`src/rtl/status_init_ctrl.sv`:
```
// Status-array request front end: sweeps every status row to zero after reset, then
// forwards upstream requests through one registered stage. Optional re-sweep via STATUS_INIT_FLUSH_EN.
module status_init_ctrl #(
  parameter int TAG_WIDTH  = 1,
  parameter int ADDR_WIDTH = 4,
  parameter int ROW_WIDTH  = 8,
  parameter int NUM_BLOCKS = 8
) (
  input  logic                  clk,
  input  logic                  arst_n,
  input  logic [TAG_WIDTH-1:0]  i_tag,
  input  logic [ADDR_WIDTH-1:0] i_addr,
  input  logic [ROW_WIDTH-1:0]  i_data,
  input  logic                  i_wen,
  input  logic [NUM_BLOCKS-1:0] i_wmask,
  input  logic                  i_valid,
  output logic                  o_ready,
  input  logic                  i_ready,
`ifdef STATUS_INIT_FLUSH_EN
  input  logic                  i_flush,
`endif
  output logic [TAG_WIDTH-1:0]  o_tag,
  output logic [ADDR_WIDTH-1:0] o_addr,
  output logic [ROW_WIDTH-1:0]  o_data,
  output logic                  o_wen,
  output logic [NUM_BLOCKS-1:0] o_wmask,
  output logic                  o_valid,
  output logic                  o_init_done
);

  typedef enum logic {SWEEP, PASS} state_t;

  state_t                r_state, w_state_nxt;
  logic [ADDR_WIDTH-1:0] r_cnt, w_cnt_nxt;
  logic [TAG_WIDTH-1:0]  r_tag, w_tag_nxt;
  logic [ADDR_WIDTH-1:0] r_addr, w_addr_nxt;
  logic [ROW_WIDTH-1:0]  r_data, w_data_nxt;
  logic                  r_wen, w_wen_nxt;
  logic [NUM_BLOCKS-1:0] r_wmask, w_wmask_nxt;
  logic                  r_valid, w_valid_nxt;
  logic                  r_init_done, w_init_done_nxt;
  logic                  w_flush;

`ifdef STATUS_INIT_FLUSH_EN
  assign w_flush = i_flush;
`else
  assign w_flush = 1'b0;
`endif

  always_comb begin
    w_state_nxt     = r_state;
    w_cnt_nxt       = r_cnt;
    w_tag_nxt       = r_tag;
    w_addr_nxt      = r_addr;
    w_data_nxt      = r_data;
    w_wen_nxt       = r_wen;
    w_wmask_nxt     = r_wmask;
    w_valid_nxt     = r_valid;
    w_init_done_nxt = r_init_done;
    if (i_ready) begin
      if (w_flush) begin
        // Flush edge issues nothing; the sweep restarts at row 0 on the next advancing edge.
        w_state_nxt = SWEEP;
        w_cnt_nxt   = '0;
        w_tag_nxt   = '0;
        w_addr_nxt  = '0;
        w_data_nxt  = '0;
        w_wen_nxt   = 1'b0;
        w_wmask_nxt = '0;
        w_valid_nxt = 1'b0;
      end else begin
        unique case (r_state)
          SWEEP: begin
            w_valid_nxt = 1'b1;
            w_wen_nxt   = 1'b1;
            w_addr_nxt  = r_cnt;
            w_data_nxt  = '0;
            w_wmask_nxt = '1;
            w_tag_nxt   = '0;
            w_cnt_nxt   = r_cnt + 1'b1;
            if (r_cnt == '1) w_state_nxt = PASS;
          end
          PASS: begin
            w_valid_nxt = i_valid;
            w_wen_nxt   = i_wen;
            w_addr_nxt  = i_addr;
            w_tag_nxt   = i_valid ? i_tag   : '0;
            w_data_nxt  = i_valid ? i_data  : '0;
            w_wmask_nxt = i_valid ? i_wmask : '0;
          end
          default: w_state_nxt = SWEEP;
        endcase
      end
      w_init_done_nxt = (w_state_nxt == PASS);
    end
  end

  always_ff @(posedge clk or negedge arst_n) begin
    if (!arst_n) begin
      r_state     <= SWEEP;
      r_cnt       <= '0;
      r_tag       <= '0;
      r_addr      <= '0;
      r_data      <= '0;
      r_wen       <= 1'b0;
      r_wmask     <= '0;
      r_valid     <= 1'b0;
      r_init_done <= 1'b0;
    end else begin
      r_state     <= w_state_nxt;
      r_cnt       <= w_cnt_nxt;
      r_tag       <= w_tag_nxt;
      r_addr      <= w_addr_nxt;
      r_data      <= w_data_nxt;
      r_wen       <= w_wen_nxt;
      r_wmask     <= w_wmask_nxt;
      r_valid     <= w_valid_nxt;
      r_init_done <= w_init_done_nxt;
    end
  end

  assign o_ready     = i_ready & (r_state == PASS) & ~w_flush;
  assign o_tag       = r_tag;
  assign o_addr      = r_addr;
  assign o_data      = r_data;
  assign o_wen       = r_wen;
  assign o_wmask     = r_wmask;
  assign o_valid     = r_valid;
  assign o_init_done = r_init_done;

endmodule

```
`config.mk`:
```
export PLATFORM = sky130hd
export DESIGN_NAME = status_init_ctrl
export DESIGN_NICKNAME = d
export VERILOG_FILES = /design/src/rtl/status_init_ctrl.sv
export SDC_FILE = /design/constraint.sdc
export NUM_CORES = 1
export LEC_CHECK = 0
export CORE_AREA = 3 3 72 57
export CTS_CLUSTER_DIAMETER = 150
export DETAILED_ROUTE_END_ITERATION = 16
export DIE_AREA = 0 0 75 60
export GPL_TIMING_DRIVEN = 0
export PLACE_DENSITY_LB_ADDON = 0.2
export SLEW_MARGIN = 20
export SYNTH_ARGS = -nofsm -noshare
export SYNTH_HDL_FRONTEND = slang
export SYNTH_SLANG_ARGS = --single-unit
```
`constraint.sdc`:
```
create_clock -name clk -period 1.12 [get_ports clk]
set_clock_uncertainty 0.15 [all_clocks]
set_input_delay 0.224 -clock clk [delete_from_list [all_inputs] [get_ports clk]]
set_output_delay 0.224 -clock clk [all_outputs]
set_load 0.005 [all_outputs]
```
==> flow_summary.json <==
{
  "status": "finished, violations left",
  "violations": "negative setup slack",
  "grt_pass1_vias": 1084,
  "relSlewSlack_pct": 73.6,
  "synth.top_cells.by_count": "28 x dfrtp_1, 18 x nand2_1, 14 x nor2_1",
  "synth_top_area_cell": "dfrtp_1",
  "yosys.cell_count.top_type": "dfrtp_1",
  "swShare_pct": 32.4,
  "globalplace.congestion": 0.707,
  "rsz0062_at_grt": "true",
  "layout-drive-gt1-share_pct": 40.6,
  "routed_wl_mm": 3.32,
  "pwr-share-clk_pct": 15.7,
  "die-area_um2": 4500,
  "antenna_cells": 0,
  "die_w_um": 75,
  "setup_ws_ns": -0.279,
  "synthFlopType": "dfrtp_1",
  "cts_buffers": 3,
  "die_h_um": 60,
  "grt_max_degree": 29,
  "crit_buf_inv": 2,
  "worstReg2RegStart": "o_init_done",
  "critical_path_arrival_ns": 1.03,
  "clkSlewWorstSetupHoldPaths_ns": 0.09,
  "cp_slowest_stage_delay_ns": 0.39,
  "p_int_mw": 2.63,
  "start_util_pct": 39.2,
  "track_usage_pct": 15.3,
  "viasPerCell": 4.84,
  "core_area_um2": 3360,
  "syn_to_final_growth_pct": 51.4,
  "clk-insertion-delay-late_ns": 0.27,
  "min_period_ns": 1.40,
  "setup_viol": 48,
  "crit_slowest_cell": "dfrtp_1",
  "antenna_found_initial": 0,
  "seq_area_frac_synth_pct": 53.3,
  "synth.avg_cell_area_um2": 11.2,
  "drv_cap": 0,
  "p_leak_nw": 0.906,
  "critPathRequiredTime_ns": 0.75,
  "ys_seq_elements": 28,
  "cts_max_level": 1,
  "fp-row-count": 18,
  "nets": 215,
  "cts_root_buffer": "clkbuf_8",
  "worst_hold_path.endpoint": "o_wmask[0]",
  "seqPwrFrac_pct": 39.6,
  "reg2reg_depth": 4,
  "max_freq_mhz": 715,
  "synth_cell_types": 21,
  "worst_pin_slew_ns": 0.396,
  "syn_nets": 144,
  "io_buffers": 49,
  "synth_top_area_share_pct": 53.3,
  "cp-start-kind": "flop",
  "drt_iter0_markers": 34,
  "crit_chain": "buf_6 > and2_4 > buf_6",
  "crit_top_cell": "buf_6",
  "irDropWorstVdd_v": 0.000898,
  "async_flop_share_pct": 100,
  "syn_inst": 117,
  "syn_area_um2": 1320,
  "hold_path_depth": 3,
  "r2r-end": "r_cnt[1]",
  "via_count": 1099,
  "io_pins": 51,
  "crit_type": "flop to primary output",
  "drv_slew": 0,
  "worst-path-max-fanout": 2,
  "drtPass1Iterations": 4,
  "min-delay-start": "i_valid",
  "combPwrFrac_pct": 44.7,
  "total_power_mw": 3.88,
  "hold_violations": 0,
  "drcViolationCount": 0,
  "wl_per_cell_um": 14.6,
  "setup.worst_path.end_class": "primary output",
  "ant_nets": 0,
  "grt_pass1_wl_mm": 5.18,
  "synth_edf_count": 0,
  "detailed_place_hpwl_mm": 2.33,
  "p_switching_mw": 1.26,
  "clockBufferDepth": 2,
  "fin_hold_ws_ns": 0.233,
  "clock-sinks": 28,
  "final.period_utilization_pct": 125,
  "grt-ovfl-total": 0,
  "p_per_area_nw_per_um2": 1950,
  "r2r_slack_ns": -0.27,
  "synth_warnings": 0,
  "ys_top_cells_by_area": "dfrtp_1 53%, o22ai_2 8.6%, a31oi_2 6.7%, nand2_1 5.1%, nor2_1 4.0%",
  "cts_tree": "done",
  "crit_family": "flip-flops",
  "hp-class": "primary input to flop"
}
metrics by stage:
stage / util (%) / TNS [ns] / std cells / area [um2] / worst slack (ns)
2_1_floorplan: - / -0.129 / 117 / 1320 / -0.116
3_3_place_gp: 55.3 / -33.09 / 206 / 1860 / -0.835
3_5_place_dp: 55.1 / -12.91 / 206 / 1850 / -0.845
4_1_cts: 56.3 / -6.05 / 222 / 1890 / -0.293
5_1_grt: 59.3 / -5.73 / 227 / 1990 / -0.323
6_report: 59.3 / -3.43 / 227 / 1990 / -0.279
what timing repair did:
item                                   CTS  global route
setup buffers                           11             4
hold buffers                             1             0
cloned                                   0             1
gates resized for setup                104             9
endpoints found under the hold margin   28             0
setup endpoints to repair               51            80
layer usage:
| metal | track usage [%] | vias to the layer above | share of wire, % |
|---|---|---|---|
| li1 | - | 531 | - |
| met1 | 20.6 | 525 | 44 |
| met2 | 23.7 | 39 | 48 |
| met3 | 4.37 | 4 | 6.4 |
| met4 | 4.57 | 0 | 1.1 |
| met5 | 0 | - | 0 |
cell families after synthesis:
family                   synth area share (%)
flip-flops                               53.3
buffers and inverters                    8.28
multiplexers                             3.43
adder cells (fa/ha/maj)                 0.951
AND/OR/NAND/NOR                          12.8
XOR/XNOR                                 2.00
AO/OA/AOI/OAI                            19.2
worst min-delay path, cell delays in order:
cell and delay [ns]:
buf_2 0.21, nand2_1 0.11, a31oi_1 0.07
layout make-up:
cell class                 count  area (um2)
buffer                         8        80.1
fill                         288        1370
inverter                      11        41.3
timing repair buffer          65         500
sequential                    28         701
tap                           40        50.0
multi-input combinational     71         563
clock buffer                   4        55.1
registers in the layout, indices dropped and copies added, names as in the netlist:
| name | count |
|---|---|
| o_init_done | 1 |
| o_addr | 4 |
| o_tag | 1 |
| o_wmask | 8 |
| o_data | 8 |
| o_valid | 1 |
| r_cnt | 4 |
| o_wen | 1 |
how the worst max path moves through the flow:
stage           startpoint        to  cells past startpoint
4_1_cts        o_init_done  r_cnt[1]                      4
5_1_grt        o_init_done   o_ready                      3
6_report       o_init_done   o_ready                      3
3_3_place_gp       i_ready   o_ready                      4
3_5_place_dp       i_ready   o_ready                      4
2_1_floorplan  o_init_done  r_cnt[1]                      3
power by group through the flow:
stage          logic, mW  clock network, mW  registers (mW)
2_1_floorplan      0.777                  0            1.55
3_3_place_gp        1.51                  0            1.56
3_5_place_dp        1.56                  0            1.56
4_1_cts             1.54              0.635            1.53
5_1_grt             1.90              0.670            1.57
6_report            1.74              0.609            1.54
placed cells by master (no fill, tap or decap), types with 7 or more instances in the layout:
cell type and instances:
buf_4 14, nand2_1 18, nor2_1 14, dfrtp_1 28
buf_6 7, inv_1 11, buf_2 26, o22ai_2 9
clkdlybuf4s50_1 22
Note: power is estimated with default switching activity, not from simulation.
==> RTL edit, RTL diff (same flow settings) <==
Build with the macro `STATUS_INIT_FLUSH_EN` defined.
--- a/src/rtl/status_init_ctrl.sv
+++ b/src/rtl/status_init_ctrl.sv
@@ -1,5 +1,7 @@
 // Status-array request front end: sweeps every status row to zero after reset, then
 // forwards upstream requests through one registered stage. Optional re-sweep via STATUS_INIT_FLUSH_EN.
+`define STATUS_INIT_FLUSH_EN
+
 module status_init_ctrl #(
   parameter int TAG_WIDTH  = 1,
   parameter int ADDR_WIDTH = 4,
Interface: changed (added i_flush); port bits go from 51 to 52. The function was not compared with the original's and may differ.
==> RTL edit against the original RTL <==
  * Synthesized cell count down 10%
  * Synthesized area down 3.1%
  * Register-to-register slack better by 0.04 ns
  * Wire length up 0.90%
  * The run ends with hold timing, setup timing left
  * Worst setup slack worse by 0.0065 ns
  * Final area down 0.69%
  * Highest routed layer unchanged
  * Sequential cell count unchanged
  * Largest cell class unchanged
  * Cell count down 5.7%
Power is not compared: it rests on default switching activity, and its combinational part moved more than twofold at a synthesized area within 25%.
==> RTL edit: results (changes against the original RTL) <==
qor: sta.final.hold.worst_slack -0.197 ns [was 0.233 ns]
qor: layout.layout.filler_cells 287 [was 288]
qor: run_status.failed_checks hold timing, setup timing [was setup timing]
qor: run_status.outcome complete, but fails checks [unchanged]
qor: critical_path.critical_path.reg2reg.endpoint r_state$_DFFE_PN0P_ [was r_cnt[1]$_DFFE_PN0P_]
qor: layout.instances_no_fill 214 [was 227]
qor: drt.detail_route.iter0.violations 26 [was 34]
qor: critical_path.rr_startpoint r_state$_DFFE_PN0P_ [was o_init_done$_DFFE_PN0P_]
qor: hold_path.timing.hold.worst.class in2async [was in2reg]
qor: placed_design.last_weighted_congestion_value_of_the_routability_driven_placer 0.725 [was 0.707]
qor: critical_path.cells_on_worst_reg2reg_path 5 [was 4]
qor: layout.layout-drive-gt1-share 46.0% [was 40.6%]
qor: global_route.grt_pass1_vias 1116 [was 1084]
qor: sta.timing_worst_slew_pin_value 0.623 ns [was 0.396 ns]
qor: sta.fin_ws -0.286 ns [was -0.279 ns]
qor: global_route.grt_pass1_wl 5380 um [was 5180 um]
qor: synthesis.post_synth_num_cell_types 29 [was 21]
qor: synthesis.synthTopCellsByArea sky130_fd_sc_hd__dfrtp_1 55%, sky130_fd_sc_hd__a22o_1 6.2%, sky130_fd_sc_hd__a21oi_1 4.7%, sky130_fd_sc_hd__a21o_1 4.7%, sky130_fd_sc_hd__o2bb2ai_1 4.1% [was sky130_fd_sc_hd__dfrtp_1 53%, sky130_fd_sc_hd__o22ai_2 8.6%, sky130_fd_sc_hd__a31oi_2 6.7%, sky130_fd_sc_hd__nand2_1 5.1%, sky130_fd_sc_hd__nor2_1 4.0%]
qor: critical_path.cpPeakStageDelay 0.42 ns [was 0.39 ns]
qor: clocking.clock_latency 0.28 ns
qor: sta.final_hold_violation_count 28 [was 0]
qor: synthesis.synthTopCellsByCount 28 x sky130_fd_sc_hd__dfrtp_1, 12 x sky130_fd_sc_hd__a21oi_1, 9 x sky130_fd_sc_hd__a22o_1 [was 28 x sky130_fd_sc_hd__dfrtp_1, 18 x sky130_fd_sc_hd__nand2_1, 14 x sky130_fd_sc_hd__nor2_1]
qor: synthesis.synth.yosys.seq_area_share 55.0% [was 53.3%]
qor: placed_design.total_placed_cells_including_tap_cells 193 [was 206]
qor: sta.finalSetupViolations 53 [was 48]
qor: global_route.grt_util_overall 16.0% [was 15.3%]
qor: synthesis.async_flop_share 100% [unchanged]
qor: synthesis.synth.net_count 133 [was 144]
qor: drt.route.detailed.vias_per_inst 5.05 [was 4.84]
## RTL edit: layer usage
metal / up-vias / global-route usage (%) / share of wire (%)
li1: 521 / - / -
met1: 521 / 20.4 / 44
met2: 34 / 25.6 / 48
met3: 4 / 5.21 / 6.7
met4: 0 / 5.33 / 1.3
met5: - / 0 / 0
## RTL edit: worst max path at each step
stage	slack [ns]	to
after floorplan	-0.13	r_cnt[1]$_DFFE_PN0P_
final	-0.29	o_ready
after global placement	-0.84	r_state$_DFFE_PN0P_
after CTS	-0.30	o_init_done
after global routing	-0.33	o_ready
after detailed placement	-0.55	o_ready
## RTL edit: kinds of logic (layout without fill, tap and decap cells)
group,Yosys count,after routing,synth area share [%]
flops,28,28,55.0
mux,6,6,4.91
buf+inv,11,80,6.09
fa+ha+maj,1,1,0.982
simple gates,20,20,10.6
compound gates,39,39,22.4
## RTL edit: per-stage QoR
step | area [sq um] | worst slack, ns | hold slack (ns) | TNS, ns | util (%)
5_1_grt | 1980 | -0.330 | -0.151 | -8.63 | 58.9
2_1_floorplan | 1310 | -0.130 | -0.222 | -0.744 | -
3_5_place_dp | 1840 | -0.551 | 0.138 | -6.12 | 54.8
4_1_cts | 1890 | -0.304 | -0.170 | -6.74 | 56.3
6_report | 1980 | -0.286 | -0.197 | -6.12 | 58.9
3_3_place_gp | 1840 | -0.844 | 0.301 | -26.21 | 54.9
## RTL edit: what timing repair did
action,4_1_cts,5_1_grt
setup endpoints to repair,53,53
pin swaps,1,3
gates resized for setup,100,13
endpoints found under the hold margin,28,28
cloned,0,0
setup buffers,13,4
## RTL edit: layout make-up
type	count	area, sq um	share of cell area, %
buffer	8	85.1	4.30
multi-input combinational	66	577	29.2
tap	40	50.0	2.53
clock buffer	4	55.1	2.78
sequential	28	702	35.5
timing repair buffer	65	494	25.0
inverter	3	13.8	0.696
## RTL edit: worst reg2reg max path, cell delays in order (launching register included)
cell and delay, ns:
sky130_fd_sc_hd__dfrtp_2 0.42, sky130_fd_sc_hd__buf_4 0.16, sky130_fd_sc_hd__buf_12 0.15, sky130_fd_sc_hd__buf_12 0.15, sky130_fd_sc_hd__a41oi_1 0.16, sky130_fd_sc_hd__a21oi_1 0.06
## RTL edit: report_power, final
group          switching (W)  internal, W
registers           0.000105      0.00112
logic               0.000238     0.000335
clock network       0.000314     0.000315
